`config.mk`:
```
export PLATFORM = sky130hd
export DESIGN_NAME = vu_io_shadow
export DESIGN_NICKNAME = d
export VERILOG_FILES = /design/src/rtl/vu_io_shadow.sv
export SDC_FILE = /design/constraint.sdc
export NUM_CORES = 1
export LEC_CHECK = 0
export ABC_CLOCK_PERIOD_IN_PS = 2300
export CAP_MARGIN = 20
export CORE_MARGIN = 4
export CORE_UTILIZATION = 30
export DETAILED_ROUTE_END_ITERATION = 7
export PLACE_DENSITY = 0.53
export SLEW_MARGIN = 20
export SYNTH_ARGS = -nofsm -noshare
export SYNTH_HDL_FRONTEND = slang
export SYNTH_SLANG_ARGS = --single-unit
```
`constraint.sdc`:
```
create_clock -name clk_cpu -period 2.3 [get_ports clk_cpu]
set_clock_uncertainty 0.1 [all_clocks]
set_input_delay 0.46 -clock clk_cpu [delete_from_list [all_inputs] [get_ports clk_cpu]]
set_output_delay 0.46 -clock clk_cpu [all_outputs]
set_load 0.05 [all_outputs]
```
`src/rtl/vu_io_shadow.sv`:
```
// vu_io_shadow: write-only shadow of the Vector-06c system PPI (KR580VV55).
// Tracks the control word and ports A/B/C (including BSR bit set/reset)
// from VU I/O writes on the expansion bus. It also runs NCH saturating
// counters that count falling edges of selected port C bits.
module vu_io_shadow #(
  parameter logic [7:0]       BASE   = 8'h00,
  parameter int               NCH    = 2,
  parameter int               CNT_W  = 4,
  parameter int               THRESH = 4,
  parameter logic [3*NCH-1:0] WATCH  = {3'd0, 3'd3}
) (
  input  logic                 clk_cpu,
  input  logic                 sys_reset,
  input  logic [7:0]           shavv,
  input  logic [7:0]           data,
  input  logic                 negedge_zpvv_n,
  input  logic [NCH-1:0]       cnt_en,
  input  logic [NCH-1:0]       cnt_clr,
  output logic [7:0]           port_cw,
  output logic [7:0]           port_a,
  output logic [7:0]           port_b,
  output logic [7:0]           port_c,
  output logic [3:0]           wr_strobe,
  output logic [NCH*CNT_W-1:0] cnt,
  output logic [NCH-1:0]       cnt_hit,
  output logic [NCH-1:0]       hit_pulse
);

  localparam logic [CNT_W-1:0] THR = CNT_W'(THRESH);

  // Increment that sticks at all-ones instead of wrapping.
  function automatic logic [CNT_W-1:0] sat_inc(input logic [CNT_W-1:0] v);
    if (v == {CNT_W{1'b1}}) return v;
    else                    return v + 1'b1;
  endfunction

  logic                 w_wr;
  logic [1:0]           w_off;
  logic [7:0]           w_cw_nxt;
  logic [7:0]           w_a_nxt;
  logic [7:0]           w_b_nxt;
  logic [7:0]           w_c_nxt;
  logic [NCH-1:0]       w_fall;
  logic [CNT_W-1:0]     w_cnt_nxt [NCH];
  logic [NCH-1:0]       w_pulse_nxt;

  logic [7:0]           r_port_cw;
  logic [7:0]           r_port_a;
  logic [7:0]           r_port_b;
  logic [7:0]           r_port_c;
  logic [3:0]           r_wr_strobe;
  logic [CNT_W-1:0]     r_cnt [NCH];
  logic [NCH-1:0]       r_hit_pulse;

  assign w_wr  = negedge_zpvv_n & (shavv[7:2] == BASE[7:2]);
  assign w_off = shavv[1:0];

  // Next value of every shadow register for the current bus write.
  always_comb begin
    w_cw_nxt = r_port_cw;
    w_a_nxt  = r_port_a;
    w_b_nxt  = r_port_b;
    w_c_nxt  = r_port_c;
    if (w_wr) begin
      case (w_off)
        2'd0: begin
          if (data[7]) begin
            // Mode set also resets the PPI output latches.
            w_cw_nxt = data;
            w_a_nxt  = 8'h00;
            w_b_nxt  = 8'h00;
            w_c_nxt  = 8'h00;
          end else begin
            w_c_nxt[data[3:1]] = data[0];
          end
        end
        2'd1:    w_c_nxt = data;
        2'd2:    w_b_nxt = data;
        default: w_a_nxt = data;
      endcase
    end
  end

  // Falling-edge detect on watched port C bits and counter next-state.
  always_comb begin
    for (int i = 0; i < NCH; i++) begin
      w_fall[i]      = r_port_c[WATCH[3*i +: 3]] & ~w_c_nxt[WATCH[3*i +: 3]];
      w_cnt_nxt[i]   = r_cnt[i];
      w_pulse_nxt[i] = 1'b0;
      if (cnt_clr[i]) begin
        w_cnt_nxt[i] = '0;
      end else if (w_fall[i] && cnt_en[i]) begin
        w_cnt_nxt[i] = sat_inc(r_cnt[i]);
        // Only a real step onto THRESH pulses; a saturated hold does not.
        w_pulse_nxt[i] = (r_cnt[i] != {CNT_W{1'b1}}) && (w_cnt_nxt[i] == THR);
      end
    end
  end

  // Shadow registers and write strobes.
  always_ff @(posedge clk_cpu or posedge sys_reset) begin
    if (sys_reset) begin
      r_port_cw   <= 8'h00;
      r_port_a    <= 8'h00;
      r_port_b    <= 8'h00;
      r_port_c    <= 8'h00;
      r_wr_strobe <= 4'b0000;
    end else begin
      r_port_cw   <= w_cw_nxt;
      r_port_a    <= w_a_nxt;
      r_port_b    <= w_b_nxt;
      r_port_c    <= w_c_nxt;
      r_wr_strobe <= w_wr ? (4'b0001 << w_off) : 4'b0000;
    end
  end

  // Edge counters and registered threshold pulses.
  always_ff @(posedge clk_cpu or posedge sys_reset) begin
    if (sys_reset) begin
      for (int i = 0; i < NCH; i++) r_cnt[i] <= '0;
      r_hit_pulse <= '0;
    end else begin
      for (int i = 0; i < NCH; i++) r_cnt[i] <= w_cnt_nxt[i];
      r_hit_pulse <= w_pulse_nxt;
    end
  end

  assign port_cw   = r_port_cw;
  assign port_a    = r_port_a;
  assign port_b    = r_port_b;
  assign port_c    = r_port_c;
  assign wr_strobe = r_wr_strobe;
  assign hit_pulse = r_hit_pulse;

  for (genvar g = 0; g < NCH; g++) begin : g_out
    assign cnt[CNT_W*g +: CNT_W] = r_cnt[g];
    assign cnt_hit[g]            = (r_cnt[g] >= THR);
  end

endmodule

```
# ---- After elaboration in Yosys (flattened, before gate mapping)
# Cells that the tools add are included.
dict set report totals {
  ff_bits 46
  in_bits 23
  out_inout_bits 48
  wordCells 71
}
dict set report op_classes {
  n_addsub 2
  magnitude_cmp 4
  n_eq_ne 9
  shifts 1
  mux 24
  bitwise_logic 6
  reduce_logical 16
}
# cell count
set op_table {}
lappend op_table {{$mux W4} 12}
lappend op_table {{$pmux W8 S2} 3}
lappend op_table {{$mux W8} 2}
lappend op_table {{$reduce_and A3 Y1} 3}
lappend op_table {{$add A4 B1 Y4 const B} 2}
lappend op_table {{$bwmux W8} 1}
lappend op_table {{$eq A4 B3 Y1 const B} 2}
lappend op_table {{$eq A4 B4 Y1 const B} 2}
lappend op_table {{$ge A4 B3 Y1 const B} 2}
lappend op_table {{$ne A4 B4 Y1 const B} 2}
lappend op_table {{$reduce_bool A2 Y1} 4}
lappend op_table {{$logic_not A6 Y1} 1}
lappend op_table {{$logic_and A1 B1 Y1} 5}
lappend op_table {{$mux W1} 5}
lappend op_table {{$lt A3 B4 Y1 const B} 1}
lappend op_table {{$shl A1 B2 Y4 const A} 1}
lappend op_table {{$and A1 B1 Y1} 3}
lappend op_table {{$demux W1 S3} 1}
lappend op_table {{$ge A3 B1 Y1 const B} 1}
lappend op_table {{$not A1 Y1} 3}
lappend op_table {{$eq A2 B1 Y1 const B} 1}
lappend op_table {{$eq A2 B2 Y1 const B} 1}
lappend op_table {{$logic_not A2 Y1} 1}
lappend op_table {{$ne A2 B2 Y1 const B} 1}
lappend op_table {{2 further kinds} 2}

# ---- Logic depth before layout (Yosys ltp)
dict set report logic_depth {
  word_depth 17
  mapped_depth 9
  depth_no_buf 6
}

# ---- Worst setup path after synthesis
# Ideal clock, no wire load.
dict set report synth_path {
  path_kind {in2reg}
  startpoint {in shavv[4]}
  endpoint {reg r_cnt, in the netlist cnt[0]}
  setup_ns 0.128
  arrival_time_ns 1.932
  required_ns 2.072
  slack_ns 0.141
  cell_stages 4
  n_path_buf 0
  path_cell_list {or4b_4 a2111oi_4 and3_1 mux2_1}
}
dict set report synth_via {
  elab_chain_len 7
}
# element line_no
set synth_rtl {}
lappend synth_rtl {{from (decl)} 14} ;# input logic [7:0] shavv,
lappend synth_rtl {{$logic_not A6 Y1} 55} ;# assign w_wr = negedge_zpvv_n & (shavv[7:2] == BASE[7:2]);
lappend synth_rtl {{$and A1 B1 Y1} 55}
lappend synth_rtl {{$mux W4} 64} ;# if (w_wr) begin
lappend synth_rtl {{$not A1 Y1} 87} ;# w_fall[i] = r_port_c[WATCH[3*i +: 3]] & ~w_c_nxt[WATCH[3*i +: 3]];
lappend synth_rtl {{$and A1 B1 Y1} 87}
lappend synth_rtl {{$logic_and A1 B1 Y1} 92} ;# end else if (w_fall[i] && cnt_en[i]) begin
lappend synth_rtl {{$reduce_bool A2 Y1 (no source line)} n/a}
lappend synth_rtl {{to (decl)} 52} ;# logic [CNT_W-1:0] r_cnt [NCH];
# Every way passes these cells.
# A chain may end at the register's enable or synchronous reset.

# ---- Worst setup path after layout
dict set report layout_path {
  startpoint {in shavv[1]}
  endpoint {reg r_cnt, in the netlist cnt[0]}
}
dict set report layout_via {
  elab_chain_len 7
  elab_cells_between_ends 8
  cone_classes {eq/ne (1); mux (2); bitwise (2); reduce/logical (3)}
}
# element line_no
set layout_rtl {}
lappend layout_rtl {{$eq A2 B1 Y1 / $logic_not A2 Y1 (equally long branches)} 65} ;# case (w_off)
lappend layout_rtl {{$pmux W8 S2 *} 65}
lappend layout_rtl {{$mux W4 *} 64}
lappend layout_rtl {{$not A1 Y1 *} 87}
lappend layout_rtl {{$and A1 B1 Y1 *} 87}
lappend layout_rtl {{$logic_and A1 B1 Y1 *} 92}
lappend layout_rtl {{$reduce_bool A2 Y1 (no source line) *} n/a}
# Mark *: on every way between the ends. The rest lies on a longest branch, timed or not.

==> flow_metrics.env <==
export IMPL_ys_flop_type="dfrtp_1"
export IMPL_numClockSinks=46
export IMPL_reg2reg_slack_ns=0.64
export IMPL_fin_util_pct=46.4
export IMPL_die_width_um=97.7
export IMPL_num_vias=2274
export IMPL_design_core_area_um2=7770
export IMPL_drtIter0Drc=127
export IMPL_cp_end_kind="flip-flop"
export IMPL_ys_async_sr_fraction_pct=100
export IMPL_arrival_ns=2.31
export IMPL_tightestPinTransition_ns=0.538
export IMPL_fp_dieArea_um2=9540
export IMPL_totalPowerFinal_mw=1.73
export IMPL_r2r_end="cnt[5]"
export IMPL_clock_insertion_delay_worst_skew_ns=0.30
export IMPL_p_per_area_nw_per_um2=479
export IMPL_io_pins=71
export IMPL_place_inst=430
export IMPL_firstDrtPassIters=6
export IMPL_fin_crit_ns=2.22
export IMPL_synth_top_area_share_pct=47.7
export IMPL_drc=0
export IMPL_ant_nets=0
export IMPL_fin_nets=364
export IMPL_place_gp_congestion=0.773
export IMPL_placed_area_um2=3490
export IMPL_crit_end="cnt[0]"
export IMPL_netlist_instances=235
export IMPL_grt_setup_unrepaired="true"
export IMPL_synth_edff_count=0
export IMPL_setup_viol=0
export IMPL_fin_crit_sh_pct=96.5
export IMPL_syn_area_um2=2410
export IMPL_htreeDepth=2
export IMPL_yosysWarnings=0
export IMPL_portBuffers=70
export IMPL_cp_slowest_cell="clkdlybuf4s50_1"
export IMPL_routedWlPerCell_um=16.2
export IMPL_final_max_slew_viol_count=0
export IMPL_synth_distinct_cells=50
export IMPL_worstHoldPathType="in2async"
export IMPL_fmax_mhz=450
export IMPL_antenna_found_initial=0
export IMPL_holdWs_ns=0.356
export IMPL_grt_pass1_vias=2350
export IMPL_worstPathRequired_ns=2.39
export IMPL_cts_buffers=5
export IMPL_final_area_um2=3600
export IMPL_ys_seq_area_share_pct=47.7
export IMPL_cp_slowest_stage_delay_ns=0.50
export IMPL_hpwl_mm=5.23
export IMPL_viasPerCell=5.19
export IMPL_synth_fp_nets=264
export IMPL_power_leakage_nw=1.60
export IMPL_postCtsSetupRepairBufs=0
export IMPL_cts_hold_buf=0
export IMPL_totalWireLength_mm=7.10
export IMPL_outcome="finished clean"
export IMPL_cts_tree="built"
export IMPL_worstReg2RegStart="cnt[4]"
export IMPL_finalWorstSetupSlack_ns=0.0800
export IMPL_setup_tns_ns=0
export IMPL_final_common_cell="clkdlybuf4s50_1"
export IMPL_diodes=0
export IMPL_startpoint_type="primary input"
export IMPL_maxCapViolCount=0
export IMPL_critical_path_class="in2reg"
export IMPL_post_place_ws_ns=-0.291
export IMPL_finalHoldViolations=0
export IMPL_grt_usage_pct=15.0
export IMPL_worst_path_max_fanout=3
export IMPL_startpoint="shavv[1]"
export IMPL_netlist_top_cell_by_area="dfrtp_1"
export IMPL_ir_drop_uv=293
export IMPL_die_height_um=97.7
export IMPL_r2r_cells=4
export IMPL_grt_pass1_wl_mm=11.8
export IMPL_synth_seq_cells=46
export IMPL_rows=32
export IMPL_final_cell_mix="clkdlybuf4s50_1, dfrtp_1, buf_4"
export IMPL_initial_core_util_pct=31.0
export IMPL_clk_pin_slew_ns=0.09
export IMPL_area_delta_synth_final_pct=49.4
export IMPL_cp_cell_sequence="clkdlybuf4s50_1 -> inv_1 -> ha_1 -> nand2b_1 -> a2111oi_4 -> and3_4 -> mux2_1"
export IMPL_slew_headroom_pct=63.7
export IMPL_synth_area_leaders="dfrtp_1, o21ai_0, mux2_2"
export IMPL_fin_cells=438
export IMPL_synth_avg_cell_area_um2=10.3
export IMPL_overflow=0
export IMPL_drive_gt1_share_pct=19.3
export IMPL_clockBufferDepth=2
export IMPL_root_buffer="clkbuf_8"
export IMPL_grt_max_degree=31
==> critical path: cells and delay by family <==
| kind | cells | cell delay [ns] |
|---|---|---|
| mux | 1 | 0.32 |
| buf+inv | 2 | 0.57 |
| compound gates | 1 | 0.32 |
| simple gates | 2 | 0.42 |
| fa+ha+maj | 1 | 0.21 |
==> power by group <==
| group | internal (mW) | switching (mW) |
|---|---|---|
| registers | 0.833 | 0.0157 |
| logic | 0.137 | 0.211 |
| clock network | 0.242 | 0.288 |
==> registers in the layout, indices dropped and copies added (netlist names) <==
signal and cells:
cnt 8, port_cw 8, port_b 8, wr_strobe 4, hit_pulse 2, port_c 8
port_a 8
==> kinds of logic (layout without fill, tap and decap cells) <==
group / after synthesis / after routing / synth area share, %
AOI/OAI and AO/OA: 75 / 75 / 21.7
xor gates and xnor gates: 2 / 2 / 0.727
adders and majority gates: 6 / 6 / 3.11
buffers and inverters: 26 / 127 / 4.20
DFF: 46 / 46 / 47.7
muxes: 12 / 12 / 5.45
and+or+nand+nor: 68 / 68 / 17.1
==> synth_stat cells, drive strengths merged (4+ instances only) <==
master,n
ha,6
a32o,4
a31oi,8
nor2b,6
dfrtp,46
o21ai,23
a22oi,4
a21oi,11
buf,4
nand2b,6
nand2,7
nor3,7
nand3,7
and3,9
o41ai,9
clkbuf,11
nor2,10
mux2,9
inv,11
==> cell type report <==
cell class,count,area (um^2)
clock inverters,2,12.5
fillers,746,4170
inverters,11,41.3
clock buffers,6,82.6
multi-input cells,163,1180
repair buffers,108,1010
well taps,102,128
flip-flops and latches,46,1150
==> worst min-delay path by stage <==
stage                          start           end  cells past startpoint
after CTS                  sys_reset        cnt[2]                      2
final                      sys_reset        cnt[6]                      2
after global placement    port_cw[7]    port_cw[7]                      1
after detailed placement  port_cw[7]    port_cw[7]                      1
after global routing       sys_reset  hit_pulse[1]                      2
after floorplan           cnt_clr[1]        cnt[4]                      1
==> per-layer routing <==
| metal | GRT usage [%] | routed length, um |
|---|---|---|
| met4 | 3.41 | 53 |
| met2 | 22.6 | 3200 |
| met1 | 21.3 | 3430 |
| met3 | 4.38 | 419 |
| met5 | 0 | 0 |
==> repair_timing <==
item                                    in CTS  in global routing
resized for setup                            2                  5
pin swaps                                    0                  2
endpoints found under the setup margin       2                 20
Power figures use the tool's default switching activity.
